### src/rtl/swt16_pkg.sv
// Shared definitions for the swt16 memory stage: FSM encoding and byte-enable patterns.
package swt16_pkg;

    typedef enum logic [1:0] {
        IDLE    = 2'd0,
        MIS_LD2 = 2'd1,
        MIS_ST2 = 2'd2
    } mem_state_e;

    // Byte enables: bit 0 covers word bits [7:0], bit 1 covers bits [15:8].
    localparam logic [1:0] BE_NONE = 2'b00;
    localparam logic [1:0] BE_FULL = 2'b11;
    localparam logic [1:0] BE_HI   = 2'b10;
    localparam logic [1:0] BE_LO   = 2'b01;

endpackage

### src/rtl/mem_lane_align.sv
// Byte-lane steering for 16-bit little-endian accesses: store enables/data per phase of a
// possibly split access, and reassembly of a split load from two word reads.
module mem_lane_align
    import swt16_pkg::*;
(
    input  logic        addr_lsb,  // A[0] of the access currently in M
    input  logic        phase,     // 0: first (word k) access, 1: second (word k+1) access
    input  logic [15:0] st_data,
    input  logic        ld_split,  // load in writeback was misaligned
    input  logic [15:0] rdata,
    input  logic [7:0]  lo_byte,   // rdata(k)[15:8] captured during the second read
    output logic [1:0]  be,
    output logic [15:0] wdata,
    output logic [15:0] ld_data
);

    // Select lanes for the store side and merge bytes for the load side.
    always_comb begin
        be    = BE_FULL;
        wdata = st_data;
        if (addr_lsb) begin
            if (!phase) begin
                // Low data byte lands in the high lane of word k.
                be    = BE_HI;
                wdata = {st_data[7:0], 8'h00};
            end else begin
                // High data byte lands in the low lane of word k+1.
                be    = BE_LO;
                wdata = {8'h00, st_data[15:8]};
            end
        end
        ld_data = ld_split ? {rdata[7:0], lo_byte} : rdata;
    end

endmodule

### src/rtl/mem_access.sv
// swt16 memory stage: registers exec outputs (M), drives the data-memory port, splits
// misaligned 16-bit accesses over two cycles with a one-cycle stall, and feeds writeback (W).
module mem_access
    import swt16_pkg::*;
#(
    parameter int unsigned DMEM_ADDR_WIDTH = 12,
    parameter int unsigned DMEM_WORD_WIDTH = 16,
    parameter int unsigned IALU_WORD_WIDTH = 16,
    parameter int unsigned PC_WIDTH        = 12,
    parameter int unsigned PMEM_WORD_WIDTH = 16,
    parameter int unsigned REG_IDX_WIDTH   = 4
) (
    input  logic                       clock,
    input  logic                       reset,
    input  logic                       in_act_load_dmem,
    input  logic                       in_act_store_dmem,
    input  logic                       in_act_write_res_to_reg,
    input  logic [DMEM_ADDR_WIDTH-1:0] in_dmem_rd_addr,
    input  logic [DMEM_ADDR_WIDTH-1:0] in_dmem_wr_addr,
    input  logic [DMEM_WORD_WIDTH-1:0] in_dmem_wr_word,
    input  logic [PMEM_WORD_WIDTH-1:0] in_instr,
    input  logic [PC_WIDTH-1:0]        in_pc,
    input  logic [IALU_WORD_WIDTH-1:0] in_res,
    input  logic [REG_IDX_WIDTH-1:0]   in_res_reg_idx,
    input  logic [DMEM_WORD_WIDTH-1:0] in_dmem_rdata,
    output logic                       out_dmem_en,
    output logic                       out_dmem_we,
    output logic [DMEM_ADDR_WIDTH-2:0] out_dmem_addr,
    output logic [1:0]                 out_dmem_be,
    output logic [DMEM_WORD_WIDTH-1:0] out_dmem_wdata,
    output logic                       out_stall,
    output logic                       out_act_write_res_to_reg,
    output logic [IALU_WORD_WIDTH-1:0] out_res,
    output logic [REG_IDX_WIDTH-1:0]   out_res_reg_idx,
    output logic [PMEM_WORD_WIDTH-1:0] out_instr,
    output logic [PC_WIDTH-1:0]        out_pc
);

    localparam int unsigned WordIdxW = DMEM_ADDR_WIDTH - 1;

    // M stage register
    logic                       m_load_q, m_store_q, m_wr_q;
    logic [DMEM_ADDR_WIDTH-1:0] m_rd_addr_q, m_wr_addr_q;
    logic [DMEM_WORD_WIDTH-1:0] m_wdata_q;
    logic [PMEM_WORD_WIDTH-1:0] m_instr_q;
    logic [PC_WIDTH-1:0]        m_pc_q;
    logic [IALU_WORD_WIDTH-1:0] m_res_q;
    logic [REG_IDX_WIDTH-1:0]   m_idx_q;

    // W stage register
    logic                       w_wr_q, w_load_q, w_split_q;
    logic [PMEM_WORD_WIDTH-1:0] w_instr_q;
    logic [PC_WIDTH-1:0]        w_pc_q;
    logic [IALU_WORD_WIDTH-1:0] w_res_q;
    logic [REG_IDX_WIDTH-1:0]   w_idx_q;

    mem_state_e state_q, state_d;
    logic [7:0] lo_byte_q;

    logic                       m_is_store, m_is_load, m_mem_op, m_mis, phase, stall_raw;
    logic [DMEM_ADDR_WIDTH-1:0] m_addr;
    logic [WordIdxW-1:0]        m_word;
    logic [1:0]                 lane_be;
    logic [15:0]                lane_wdata, lane_ld_data;

    // Decode the M-stage access; store wins when both flags are set.
    always_comb begin
        m_is_store = m_store_q;
        m_is_load  = m_load_q & ~m_store_q;
        m_mem_op   = m_is_store | m_is_load;
        m_addr     = m_is_store ? m_wr_addr_q : m_rd_addr_q;
        m_mis      = m_addr[0];
        m_word     = m_addr[DMEM_ADDR_WIDTH-1:1];
        phase      = (state_q != IDLE);
        stall_raw  = (state_q == IDLE) && m_mem_op && m_mis;
    end

    mem_lane_align u_lane (
        .addr_lsb (m_mis),
        .phase    (phase),
        .st_data  (m_wdata_q),
        .ld_split (w_split_q),
        .rdata    (in_dmem_rdata),
        .lo_byte  (lo_byte_q),
        .be       (lane_be),
        .wdata    (lane_wdata),
        .ld_data  (lane_ld_data)
    );

    // Memory port, stall and writeback outputs; port controls are squashed while in reset.
    always_comb begin
        out_dmem_en    = ~reset & m_mem_op;
        out_dmem_we    = ~reset & m_is_store;
        out_dmem_be    = out_dmem_en ? lane_be : BE_NONE;
        // Word k+1 wraps naturally at the index width.
        out_dmem_addr  = phase ? m_word + 1'b1 : m_word;
        out_dmem_wdata = lane_wdata;
        out_stall      = ~reset & stall_raw;

        out_act_write_res_to_reg = w_wr_q;
        out_res                  = w_load_q ? lane_ld_data : w_res_q;
        out_res_reg_idx          = w_idx_q;
        out_instr                = w_instr_q;
        out_pc                   = w_pc_q;
    end

    // Split-access sequencer: first cycle stalls, second cycle issues word k+1.
    always_comb begin
        state_d = state_q;
        unique case (state_q)
            IDLE: begin
                if (stall_raw) begin
                    state_d = m_is_store ? MIS_ST2 : MIS_LD2;
                end
            end
            MIS_LD2, MIS_ST2: state_d = IDLE;
            default: state_d = IDLE;
        endcase
    end

    // State, M register (frozen while stalling) and low-byte capture.
    always_ff @(posedge clock) begin
        if (reset) begin
            state_q     <= IDLE;
            lo_byte_q   <= '0;
            m_load_q    <= 1'b0;
            m_store_q   <= 1'b0;
            m_wr_q      <= 1'b0;
            m_rd_addr_q <= '0;
            m_wr_addr_q <= '0;
            m_wdata_q   <= '0;
            m_instr_q   <= '0;
            m_pc_q      <= '0;
            m_res_q     <= '0;
            m_idx_q     <= '0;
        end else begin
            state_q <= state_d;
            if (state_q == MIS_LD2) begin
                lo_byte_q <= in_dmem_rdata[15:8];
            end
            if (!stall_raw) begin
                m_load_q    <= in_act_load_dmem;
                m_store_q   <= in_act_store_dmem;
                m_wr_q      <= in_act_write_res_to_reg;
                m_rd_addr_q <= in_dmem_rd_addr;
                m_wr_addr_q <= in_dmem_wr_addr;
                m_wdata_q   <= in_dmem_wr_word;
                m_instr_q   <= in_instr;
                m_pc_q      <= in_pc;
                m_res_q     <= in_res;
                m_idx_q     <= in_res_reg_idx;
            end
        end
    end

    // W register: bubble during the stall cycle, otherwise take the M contents.
    always_ff @(posedge clock) begin
        if (reset || stall_raw) begin
            w_wr_q    <= 1'b0;
            w_load_q  <= 1'b0;
            w_split_q <= 1'b0;
            w_instr_q <= '0;
            w_pc_q    <= '0;
            w_res_q   <= '0;
            w_idx_q   <= '0;
        end else begin
            w_wr_q    <= m_wr_q;
            w_load_q  <= m_is_load;
            w_split_q <= m_is_load & m_mis;
            w_instr_q <= m_instr_q;
            w_pc_q    <= m_pc_q;
            w_res_q   <= m_res_q;
            w_idx_q   <= m_idx_q;
        end
    end

endmodule

### config.mk
export PLATFORM = sky130hd
export DESIGN_NAME = mem_access
export DESIGN_NICKNAME = d
export VERILOG_FILES = /design/src/rtl/swt16_pkg.sv /design/src/rtl/mem_lane_align.sv /design/src/rtl/mem_access.sv
export SDC_FILE = /design/constraint.sdc
export NUM_CORES = 1
export LEC_CHECK = 0
export ABC_AREA = 1
export CAP_MARGIN = 20
export CORE_MARGIN = 10
export CORE_UTILIZATION = 49
export CTS_CLUSTER_SIZE = 8
export DETAILED_ROUTE_END_ITERATION = 6
export PLACE_DENSITY = 0.83
export SLEW_MARGIN = 10
export SYNTH_ARGS = -nofsm -noshare
export SYNTH_HDL_FRONTEND = slang
export SYNTH_SLANG_ARGS = --single-unit
### constraint.sdc
create_clock -name clock -period 3.4 [get_ports clock]
set_clock_uncertainty 0.05 [all_clocks]
set_input_delay 0.85 -clock clock [delete_from_list [all_inputs] [get_ports clock]]
set_output_delay 0.85 -clock clock [all_outputs]
set_load 0.02 [all_outputs]
Word level (Yosys, flattened, before mapping) --
Cells that the tools add are included.
Word-level totals: flip-flop bits (word level) 152, logic and storage cells 46
Operators by class: reductions and logical operators 6, multiplexer cells 10, bitwise gates (word level) 9, equality and inequality tests 1, $add $sub $neg 1
Operators with widths (number):
- $mux W16 | 4
- $mux W12 | 1
- $add A11 B1 Y11 const B | 1
- $mux W11 | 1
- $mux W2 | 4
- $and A1 B1 Y1 | 5
- $not A1 Y1 | 3
- $eq A2 B1 Y1 const B | 1
- $logic_and A1 B1 Y1 | 2
- $logic_not A2 Y1 | 1
- $reduce_bool A2 Y1 | 1
- $reduce_or A2 Y1 | 1
- $logic_or A1 B1 Y1 | 1
- $or A1 B1 Y1 | 1

Depth between registers and ports, before layout --
Gate-level depths: netlist of the first run.
depth in word-level cells 6, mapped depth 13

Modules after synthesis --
From an unflattened synthesis of the first run, not the netlist that was laid out.
Second synthesis, totals: cells, all modules 762, area, all modules 5908.2 um^2
By module, submodules not included:
- mem_access | times used 1, seq. area each 3042.9 um^2, cells each 655, area each 5400.2 um^2
- mem_lane_align | times used 1, seq. area each 0.0 um^2, cells each 107, area each 508.0 um^2

Worst setup path before layout of the first run --
OpenSTA, ideal clock, no wires.
kind register -> output, start point register m_store_q (netlist: m_is_store), end point output port out_dmem_addr[6], arrival 1709 ps, cell stages (with the launch flop) 12, path slack 791 ps, path through dfxtp_1 inv_1 buf_6 nand2_1 nand2_1 ha_1 inv_1 nor2_1 nand2_1 nor2_1 nand2_1 xnor2_1
Between the ends: cells in the longest elaborated chain, start to end 3
Ends and longest elaborated chain:
- start, declared | line mem_access.sv:42 | logic m_load_q, m_store_q, m_wr_q;
- start signal, assigned | line mem_access.sv:143 | m_store_q <= in_act_store_dmem;
- $mux W12 (*) | line mem_access.sv:71 | m_addr = m_is_store ? m_wr_addr_q : m_rd_addr_q;
- $add A11 B1 Y11 | line mem_access.sv:96 | out_dmem_addr = phase ? m_word + 1'b1 : m_word;
- $mux W11 (*) | line mem_access.sv:96
- end, declared | line mem_access.sv:28 | output logic [DMEM_ADDR_WIDTH-2:0] out_dmem_addr,
Every way passes the cells marked *; elsewhere a longest branch is shown, timed or not.

Worst setup path after layout of the first run --
start point register m_store_q (netlist: m_is_store), end point output port out_dmem_addr[9]
Same word-level chain as after synthesis.

==> results.tsv, run 1 <==
stage	metric	value	unit
synthesis	post-synth cell types	29	
route	Vias	5113	
synthesis	Commonest cells post-synth	nand2_1, dfxtp_1, inv_1	
sta	Final Max Tran Viols	0	
synthesis	Avg Cell Area, Syn	7.69	um^2
setup_path	Required @ worst endpoint	2.50	ns
place	Buffers on Ports	189	
clocking	hold_buf cts	0	
floorplanning	row count	38	
sta	f_max	302	MHz
synthesis	EDFF count, synth	0	
setup_path	crit path capture type	output pin	
floorplanning	chip height	127	um
power_and_ir_drop	Clock power frac	42.7	%
route	1st-pass router iterations	4	
layout	Finished Layout Cells	1059	
power_and_ir_drop	Power Dens Cells	564	nW/um^2
global_routing	gr ovfl total	0	
synthesis	Synth Instances	724	
power_and_ir_drop	worst vdd ir	589	uV
floorplanning	IO Count	190	
place	placed cells	1027	
synthesis	post-synth top area cell	dfxtp_1	
setup_path	worst endpoint data arrival time	2.41	ns
power_and_ir_drop	power consumption	4.59	mW
power_and_ir_drop	internal power component	3.46	mW
synthesis	Synth Cell Area	5560	um^2
synthesis	Synth Warn #	0	
floorplanning	core area	11000	um^2
synthesis	Most used DFF post-synth	dfxtp_1	
layout	Seq. cell area	3040	um^2
setup_path	Startpoint Class	register	
clocking	CTS max path bufs	2	
synthesis	Yosys reg bits	152	
floorplanning	Die Footprint	16000	um^2
clocking	clock root buffer master	clkbuf_16	
route	final routed DRC violation total	0	
power_and_ir_drop	Sw Pwr	1.14	mW
clocking	clock-pin slew on the worst setup and hold paths	0.06	ns
sta	RSZ-0062 raised after global routing	true	
synthesis	top-count cell post-synth	nand2_1	
route	routed len/inst	14.9	um
clocking	CTS tree	built	
clocking	Worst-Skew Late Latency	0.42	ns
sta	minimum clock period	3.31	ns
sta	Worst Max-Slew Pin Slew	0.916	ns
place	detailed-placement wirelength estimate	11200	um
setup_path	family with the most delay on the worst path	buffers and inverters	
setup_path	CP max FO	9	
route	WL final	15800	um
clocking	TritonCTS Buffers	17	
worst_hold_path	Hold Path Class	reg -> reg	
sta	Slew HR	38.8	%
clocking	H-Tree Depth	4	
synthesis	synth top area cells	dfxtp_1, nand2_1, inv_1, o21ai_1, nor2_1	
power_and_ir_drop	Seq pwr share	42.0	%
layout	Area growth syn-to-layout	46.2	%
floorplanning	Initial Util	50.7	%
global_routing	global-route wire length before repair	25100	um
sta	Setup Viol. Count Final	0	
global_routing	initial antenna violation count	0	
global_routing	largest net degree at the start of global routing	72	
synthesis	sequential area share after synthesis	54.7	%
power_and_ir_drop	Comb power frac	15.3	%
layout	Filler Cells Inserted	867	
place	placer's final routability congestion estimate	0.889	
route	via density per instance	4.83	
setup_path	CP most frequent cell	nand2_1	
setup_path	CP bufs+invs	4	
global_routing	vias in the first global route	5089	
synthesis	Post-synth ARST share	0	%
synthesis	Synthesized Nets	834	
setup_path	slowest stage delay, CP	0.60	ns
sta	final hold vios	0	
job	max cap viols	0	
route	Antenna Nets Post-Route	0	
setup_path	type of the worst setup path	reg -> out	
global_routing	GRT Util Overall	19.2	%
clocking	CTS sink count	152	
clocking	setup bufs post-CTS	0	
power_and_ir_drop	leak pwr	3.49	nW
outcome	status	finished clean	
sta	Tcrit/Tclk final	97.4	%
layout	ratio of cells with drive above 1 in the final layout	6.20	%
layout	Layout Nets	1016	
floorplanning	DIE WIDTH	127	um
power_and_ir_drop	Net Sw Frac	24.7	%
layout	# diodes	0	
setup_path	CP max stage cell	clkdlybuf4s50_1	
route	Iter 0 DRT Violations	334	
setup_path	worst path cell trace	inv_1, buf_4, nand2_1, nand2_1, nand2_1, nor2_4, nand3_1, nand2_1, nand2_1, inv_1, clkdlybuf4s50_1	
layout	area of the multi-input gates	1970	um^2
synthesis	Synth top area share	54.7	%
==> power groups by stage <==
stage	clock network, mW	registers (mW)	logic [mW]
detailed placement	0	1.97	0.703
floorplan	0	1.99	0.343
finish	1.96	1.93	0.703
global route	2.07	1.94	0.768
global placement	0	1.96	0.695
CTS	2.00	1.93	0.708
==> worst min-delay path, cell delays in order (launching register included) <==
cell and delay, ns:
dfxtp_1 0.29, inv_1 0.05, nor2_1 0.04
==> kinds of logic after synthesis <==
group | after synthesis | share of synthesized area, %
AOI/OAI and AO/OA | 119 | 11.7
xor gates and xnor gates | 5 | 0.787
adders and majority gates | 1 | 0.225
buffers and inverters | 127 | 10.1
DFF | 152 | 54.7
and+or+nand+nor | 320 | 22.5
==> path summary, 6_finish.rpt <==
check / from / cells after the start / to / slack [ns]
max: m_is_store / 11 / out_dmem_addr[9] / 0.09
min: m_pc_q[11] / 2 / out_pc[11] / 0.38
max reg2reg: m_is_store / 9 / out_instr[0] / 1.08
min reg2reg: m_pc_q[11] / 2 / out_pc[11] / 0.38
==> placed cells by master (no fill, tap or decap), types with 4 or more instances in the layout <==
| cell type | Yosys | final |
|---|---|---|
| a21oi_1 | 9 | 9 |
| a31oi_1 | 17 | 17 |
| buf_4 | 9 | 11 |
| bufinv_16 | 0 | 4 |
| clkbuf_16 | 0 | 17 |
| clkdlybuf4s50_1 | 0 | 184 |
| dfxtp_1 | 152 | 152 |
| inv_1 | 88 | 87 |
| nand2_1 | 223 | 223 |
| nand2_2 | 4 | 4 |
| nand3_1 | 6 | 6 |
| nor2_1 | 77 | 76 |
| o21ai_0 | 16 | 16 |
| o21ai_1 | 59 | 59 |
| o22ai_1 | 16 | 16 |
==> final cells by class <==
cell class / instances / area share, %
clock inverters: 14 / 2.41
well taps: 140 / 2.15
repair buffers: 200 / 24.3
clock buffers: 18 / 5.27
multi-input cells: 445 / 24.3
flip-flops and latches: 152 / 37.4
inverters: 90 / 4.15
==> routing by layer <==
| metal | global-route usage (%) | routed length [um] |
|---|---|---|
| met1 | 21.4 | 6450 |
| met2 | 30.6 | 7320 |
| met3 | 8.50 | 1480 |
| met4 | 9.38 | 501 |
| met5 | 0 | 0 |
==> repair_timing <==
action	in CTS	in global routing
endpoints found under the setup margin	3	9
cloned	0	0
resized for setup	3	6
==> metrics by stage <==
stage                     hold WS, ns  area [um^2]  setup TNS [ns]  setup slack (ns)  utilization (%)
after global placement          0.362         7500               0             0.218             68.3
after global routing            0.401         8140          -0.117           -0.0719             74.1
after floorplan                 0.360         5560               0             0.791                -
after detailed placement        0.371         7500               0             0.202             68.3
final                           0.380         8140               0            0.0897             74.1
after CTS                       0.379         8120               0           0.00726             74.0
Power figures use the tool's default switching activity.
==> run 2, diff against run 1 <==
Settings changed: CTS_CLUSTER_DIAMETER set to 150, SETUP_SLACK_MARGIN set to 0.15.
==> run 2 against run 1 <==
Effect of this change: non-clock buffer count unchanged; critical path depth is 7 lower; design area grew 0.45%; highest routed layer unchanged; power is 0.21% lower; critical endpoint is now out_dmem_we; critical path type is now in -> out; fmax grew 3.5%; first-iteration DRC count up 17%.
==> results.tsv, run 2 (synthesized netlist as in run 1, its figures left out) <==
stage	metric	value	unit	change
layout	Core Util, Final	74.4	%	+0.33 points
clocking	CTS tree	built		
route	Vias	5131		+0.35%
sta	Setup Viol. Count Final	0		unchanged
sta	Final Max Tran Viols	0		unchanged
layout	most common cell after layout, fill and taps aside	nand2_1		
floorplanning	core area	11000	um^2	unchanged
place	placer's final routability congestion estimate	0.889		unchanged
layout	Area growth syn-to-layout	46.9	%	
layout	Filler Cells Inserted	852		-1.7%
sta	Hold WS	0.380	ns	-0.00000800 ns
global_routing	initial antenna violation count	0		unchanged
power_and_ir_drop	leak pwr	3.75	nW	+7.4%
floorplanning	chip height	127	um	unchanged
setup_path	r2r setup slk	1.14	ns	+0.06 ns
floorplanning	Initial Util	50.7	%	unchanged
power_and_ir_drop	power consumption	4.58	mW	-0.21%
clocking	H-Tree Depth	4		unchanged
clocking	clock-pin slew on the worst setup and hold paths	0.06	ns	about the same
clocking	hold_buf cts	0		unchanged
clocking	clock root buffer master	clkbuf_16		
floorplanning	row count	38		unchanged
global_routing	global-route wire length before repair	25100	um	about the same
worst_hold_path	worst hold path endpoint	out_pc[11]		
sta	minimum clock period	3.20	ns	-0.111 ns
worst_hold_path	Hold Path Class	reg -> reg		
outcome	status	finished clean		
worst_hold_path	Hold Crit Depth	2		unchanged
layout	ratio of cells with drive above 1 in the final layout	6.64	%	+0.44 points
route	WL final	15800	um	+0.30%
clocking	TritonCTS Buffers	17		unchanged
sta	Worst Max-Slew Pin Slew	0.924	ns	+0.00780 ns
sta	f_max	313	MHz	+3.5%
route	final routed DRC violation total	0		unchanged
global_routing	GRT Util Overall	19.2	%	about the same
setup_path	Required @ worst endpoint	2.50	ns	about the same
setup_path	worst endpoint data arrival time	2.30	ns	-0.11 ns
floorplanning	DIE WIDTH	127	um	unchanged
sta	RSZ-0062 raised after global routing	true		
setup_path	Startpoint Class	input port		
route	Iter 0 DRT Violations	392		+17%
route	routed len/inst	14.9	um	+0.30%
route	1st-pass router iterations	4		unchanged
power_and_ir_drop	Power Dens Cells	561	nW/um^2	-0.66%
sta	Tcrit/Tclk final	94.1	%	-3.3 points
job	max cap viols	0		unchanged
setup_path	r2r startpoint	m_is_store		
global_routing	largest net degree at the start of global routing	72		unchanged
setup_path	crit path capture type	output pin		
sta	Slew HR	38.3	%	-0.52 points
worst_hold_path	worst min-delay path startpoint	m_pc_q[11]		
global_routing	gr ovfl total	0		unchanged
clocking	CTS max path bufs	2		unchanged
sta	final hold vios	0		unchanged
layout	Layout Nets	1016		unchanged
setup_path	R2R depth	9		unchanged
layout	Finished Layout Cells	1059		unchanged
place	Buffers on Ports	189		unchanged
setup_path	reg2reg end	out_instr[0]		
clocking	Worst-Skew Late Latency	0.41	ns	about the same
route	Antenna Nets Post-Route	0		unchanged
place	placed cells	1027		unchanged
floorplanning	IO Count	190		unchanged
power_and_ir_drop	worst vdd ir	589	uV	about the same
setup_path	type of the worst setup path	in -> out		
global_routing	vias in the first global route	5088		-0.020%
layout	# diodes	0		unchanged
setup_path	CP max FO	11		+2
clocking	CTS sink count	152		unchanged
layout	commonest non-fill, non-tap cells in the layout	nand2_1, clkdlybuf4s50_1, dfxtp_1, inv_1, nor2_1		
route	via density per instance	4.85		+0.35%
sta	TNS Setup	0	ns	unchanged
floorplanning	Die Footprint	16000	um^2	unchanged
place	detailed-placement wirelength estimate	11200	um	unchanged
==> run 2: changes by cell type in the layout (fill, tap and decap cells not counted), sizes merged <==
cell,before,now
dlymetal6s2s,3,19
clkdlybuf4s50,184,162
clkdlybuf4s15,1,0
clkbuf,18,21
dlygate4sd2,1,5
==> run 2: per-layer routing <==
metal  vias up  GRT usage [%]  share of wire (%)
met1      2338           21.5                 41
met5         -              0                  0
met2       157           30.6                 47
li1       2603              -                  -
met3        33           8.50                9.1
met4         0           9.38                3.2
==> run 2: how the worst max path moves through the flow <==
stage | from | to | slack (ns) | cells past startpoint
finish | reset | out_dmem_we | 0.20 | 4
global route | m_is_store | out_dmem_addr[4] | 0.14 | 10
global placement | reset | out_dmem_we | 0.22 | 4
CTS | m_is_store | out_dmem_addr[9] | 0.09 | 10
detailed placement | reset | out_dmem_we | 0.20 | 4
floorplan | m_is_store | out_dmem_addr[6] | 0.79 | 11
==> run 2: repair_timing <==
action                                  in CTS  in global routing
resized for setup                           11                 29
endpoints found under the setup margin      11                 22
buffers inserted                             0                  0
hold endpoints to repair                     0                  0
==> run 2: stage by stage <==
step           area [um^2]  worst slack [ns]
2_1_floorplan         5560             0.791
5_1_grt               8170             0.136
3_5_place_dp          7500             0.202
3_3_place_gp          7500             0.218
4_1_cts               8120            0.0893
6_report              8170             0.201
==> run 2: layout make-up <==
class                           instances  area (um^2)  share of cell area, %
Timing Repair Buffer                  200         2000                   24.5
Sequential cell                       152         3040                   37.2
Multi-Input combinational cell        445         1990                   24.3
Inverter                               90          338                   4.13
Clock inverter                         14          196                   2.40
Tap cell                              140          175                   2.14
Clock buffer                           18          429                   5.25
==> run 2: where the power goes <==
part,internal [mW],switching (mW)
clock network,1.23,0.724
logic,0.320,0.375
registers,1.90,0.0355
==> run 2: critical path, cell delays in order <==
cell and delay, ns:
clkdlybuf4s50_1 0.46, buf_4 0.22, nor2_1 0.15, clkdlybuf4s50_1 0.62
==> run 3, diff against run 2 <==
Clock period 3.4 ns to 3.9 ns, I/O delays scaled along.
==> run 3 against run 2 <==
Effect of this change: global-route usage down 0.58 points; design area down 1.3%; via count down 2.1%; worst hold slack about the same; first-iteration DRC count up 9.4%; non-clock buffer count down 2; count of clock-buffer cells in the layout up 1; critical path depth up 4; utilization down 0.97 points; flip-flop and latch count unchanged; critical path type is now reg -> out; largest power group is now sequential cells; highest routed layer unchanged.
==> results.tsv, run 3 (synthesized netlist as in run 1, its figures left out) <==
stage	metric	value	unit	change
setup_path	Required @ worst endpoint	2.87	ns	+0.37 ns
setup_path	CP bufs+invs	4		+1
setup_path	Startpoint Class	register		
global_routing	initial antenna violation count	0		unchanged
setup_path	worst endpoint data arrival time	2.53	ns	+0.23 ns
route	Iter 0 DRT Violations	429		+9.4%
layout	ratio of cells with drive above 1 in the final layout	6.00	%	-0.64 points
global_routing	largest net degree at the start of global routing	93		+29%
sta	TNS Setup	0	ns	unchanged
clocking	setup bufs post-CTS	0		unchanged
route	via density per instance	4.75		-2.0%
power_and_ir_drop	power consumption	3.82	mW	-17%
power_and_ir_drop	Power Dens Cells	473	nW/um^2	-16%
global_routing	gr ovfl total	0		unchanged
layout	most common cell after layout, fill and taps aside	nand2_1		
clocking	CTS tree	built		
place	placer's final routability congestion estimate	0.893		+0.42%
global_routing	vias in the first global route	4756		-6.5%
place	Cell Area, Placed	7490	um^2	about the same
job	max cap viols	0		unchanged
clocking	Worst-Skew Late Latency	0.40	ns	about the same
place	Buffers on Ports	189		unchanged
worst_hold_path	Hold Path Class	reg -> reg		
setup_path	CP max stage cell	clkdlybuf4s50_1		
place	detailed-placement wirelength estimate	11100	um	-1.6%
sta	Setup Viol. Count Final	0		unchanged
outcome	status	finished clean		
route	1st-pass router iterations	5		+1
sta	RSZ-0062 raised after global routing	false		
setup_path	crit path capture type	output pin		
clocking	CTS max path bufs	2		unchanged
clocking	clock-pin slew on the worst setup and hold paths	0.07	ns	about the same
clocking	clock root buffer master	clkbuf_16		
route	routed len/inst	14.8	um	-0.56%
setup_path	worst path cell trace	buf_4, nand2_2, nand2_4, nand2_2, inv_1, nand2_4, inv_2, clkdlybuf4s50_1		
sta	Tcrit/Tclk final	91.2	%	
route	WL final	15700	um	-0.75%
sta	minimum clock period	3.56	ns	
floorplanning	chip height	127	um	unchanged
floorplanning	DIE WIDTH	127	um	unchanged
setup_path	family with the most delay on the worst path	buffers and inverters		
clocking	H-Tree Depth	4		unchanged
floorplanning	row count	38		unchanged
route	final routed DRC violation total	0		unchanged
route	Antenna Nets Post-Route	0		unchanged
floorplanning	IO Count	190		unchanged
layout	commonest non-fill, non-tap cells in the layout	nand2_1, clkdlybuf4s50_1, dfxtp_1, inv_1, nor2_1		
setup_path	type of the worst setup path	reg -> out		
sta	Worst Max-Slew Pin Slew	0.948	ns	+0.0246 ns
setup_path	CP max FO	20		+9
setup_path	slowest stage delay, CP	0.61	ns	about the same
floorplanning	core area	11000	um^2	unchanged
global_routing	global-route wire length before repair	24500	um	-2.7%
floorplanning	Die Footprint	16000	um^2	unchanged
clocking	CTS sink count	152		unchanged
clocking	TritonCTS Buffers	17		unchanged
layout	Design Area, Final	8070	um^2	-1.3%
route	Vias	5021		-2.1%
power_and_ir_drop	leak pwr	3.45	nW	-8.0%
power_and_ir_drop	worst vdd ir	314	uV	-47%
layout	# diodes	0		unchanged
floorplanning	Initial Util	50.7	%	unchanged
layout	Area growth syn-to-layout	45.0	%	
layout	Filler Cells Inserted	846		-0.70%
sta	Slew HR	36.7	%	-1.6 points
sta	final hold vios	0		unchanged
sta	Final Max Tran Viols	0		unchanged
global_routing	GRT Util Overall	18.6	%	-0.58 points
layout	Layout Nets	1014		-0.20%
sta	f_max	281	MHz	
==> run 3: cell types whose count changed in the layout (fill, tap and decap cells not counted), moves of 3 or more <==
cell             previous run  this run
dlygate4sd2_1               5         1
clkbuf_2                    3         0
clkdlybuf4s50_1           162       185
dlymetal6s2s_1             19         3
bufinv_16                   4         0
==> run 3: layout make-up <==
cell class	instances	area (um^2)	share of cell area [%]
tap	140	175	2.17
clock inverter	13	110	1.36
timing repair buffer	198	1980	24.5
inverter	90	338	4.19
multi-input combinational	445	1980	24.5
sequential	152	3040	37.7
clock buffer	19	443	5.49
==> run 3: final timing paths <==
check | startpoint | to | slack, ns | cells after the start
worst min register to register | m_res_q[12] | w_res_q[12] | 0.38 | 2
worst max register to register | m_is_store | w_res_q[13] | 1.43 | 8
worst max-delay path | m_is_store | out_stall | 0.34 | 8
worst min-delay path | m_res_q[12] | w_res_q[12] | 0.38 | 2
==> run 3: metal layers <==
metal / vias to the layer above / GRT usage (%) / routed length (um)
li1: 2601 / - / -
met1: 2256 / 22.0 / 6670
met2: 156 / 30.0 / 7500
met3: 8 / 8.83 / 1390
met4: 0 / 4.29 / 119
met5: - / 0 / 0
==> run 3: where the power goes <==
| group | total (mW) | switching, mW | internal (mW) |
|---|---|---|---|
| combinational | 0.610 | 0.323 | 0.287 |
| sequential | 1.69 | 0.0335 | 1.65 |
| clock | 1.52 | 0.671 | 0.849 |
| total | 3.82 | 1.03 | 2.79 |
==> run 3: worst register-to-register path: cells and delay by family (launching register included) <==
kind	cells	cell delay [ns]
AND/OR/NAND/NOR	5	0.71
buffers and inverters	2	0.94
flip-flops	1	0.38
AO/OA/AOI/OAI	1	0.24
==> run 3: metrics by stage <==
| stage | hold WS, ns | worst slack, ns | std cells | utilization, % |
|---|---|---|---|---|
| 6_report | 0.380 | 0.343 | 1057 | 73.4 |
| 5_1_grt | 0.395 | 0.151 | 1057 | 73.4 |
| 4_1_cts | 0.378 | 0.159 | 1057 | 73.3 |
| 3_5_place_dp | 0.368 | 0.436 | 1025 | 68.2 |
| 3_3_place_gp | 0.363 | 0.469 | 1025 | 68.2 |
| 2_1_floorplan | 0.360 | 1.17 | 724 | - |
==> run 3: repair_timing <==
action,4_1_cts,5_1_grt
hold buffers,0,0
resized for setup,2,6
endpoints found under the setup margin,3,14
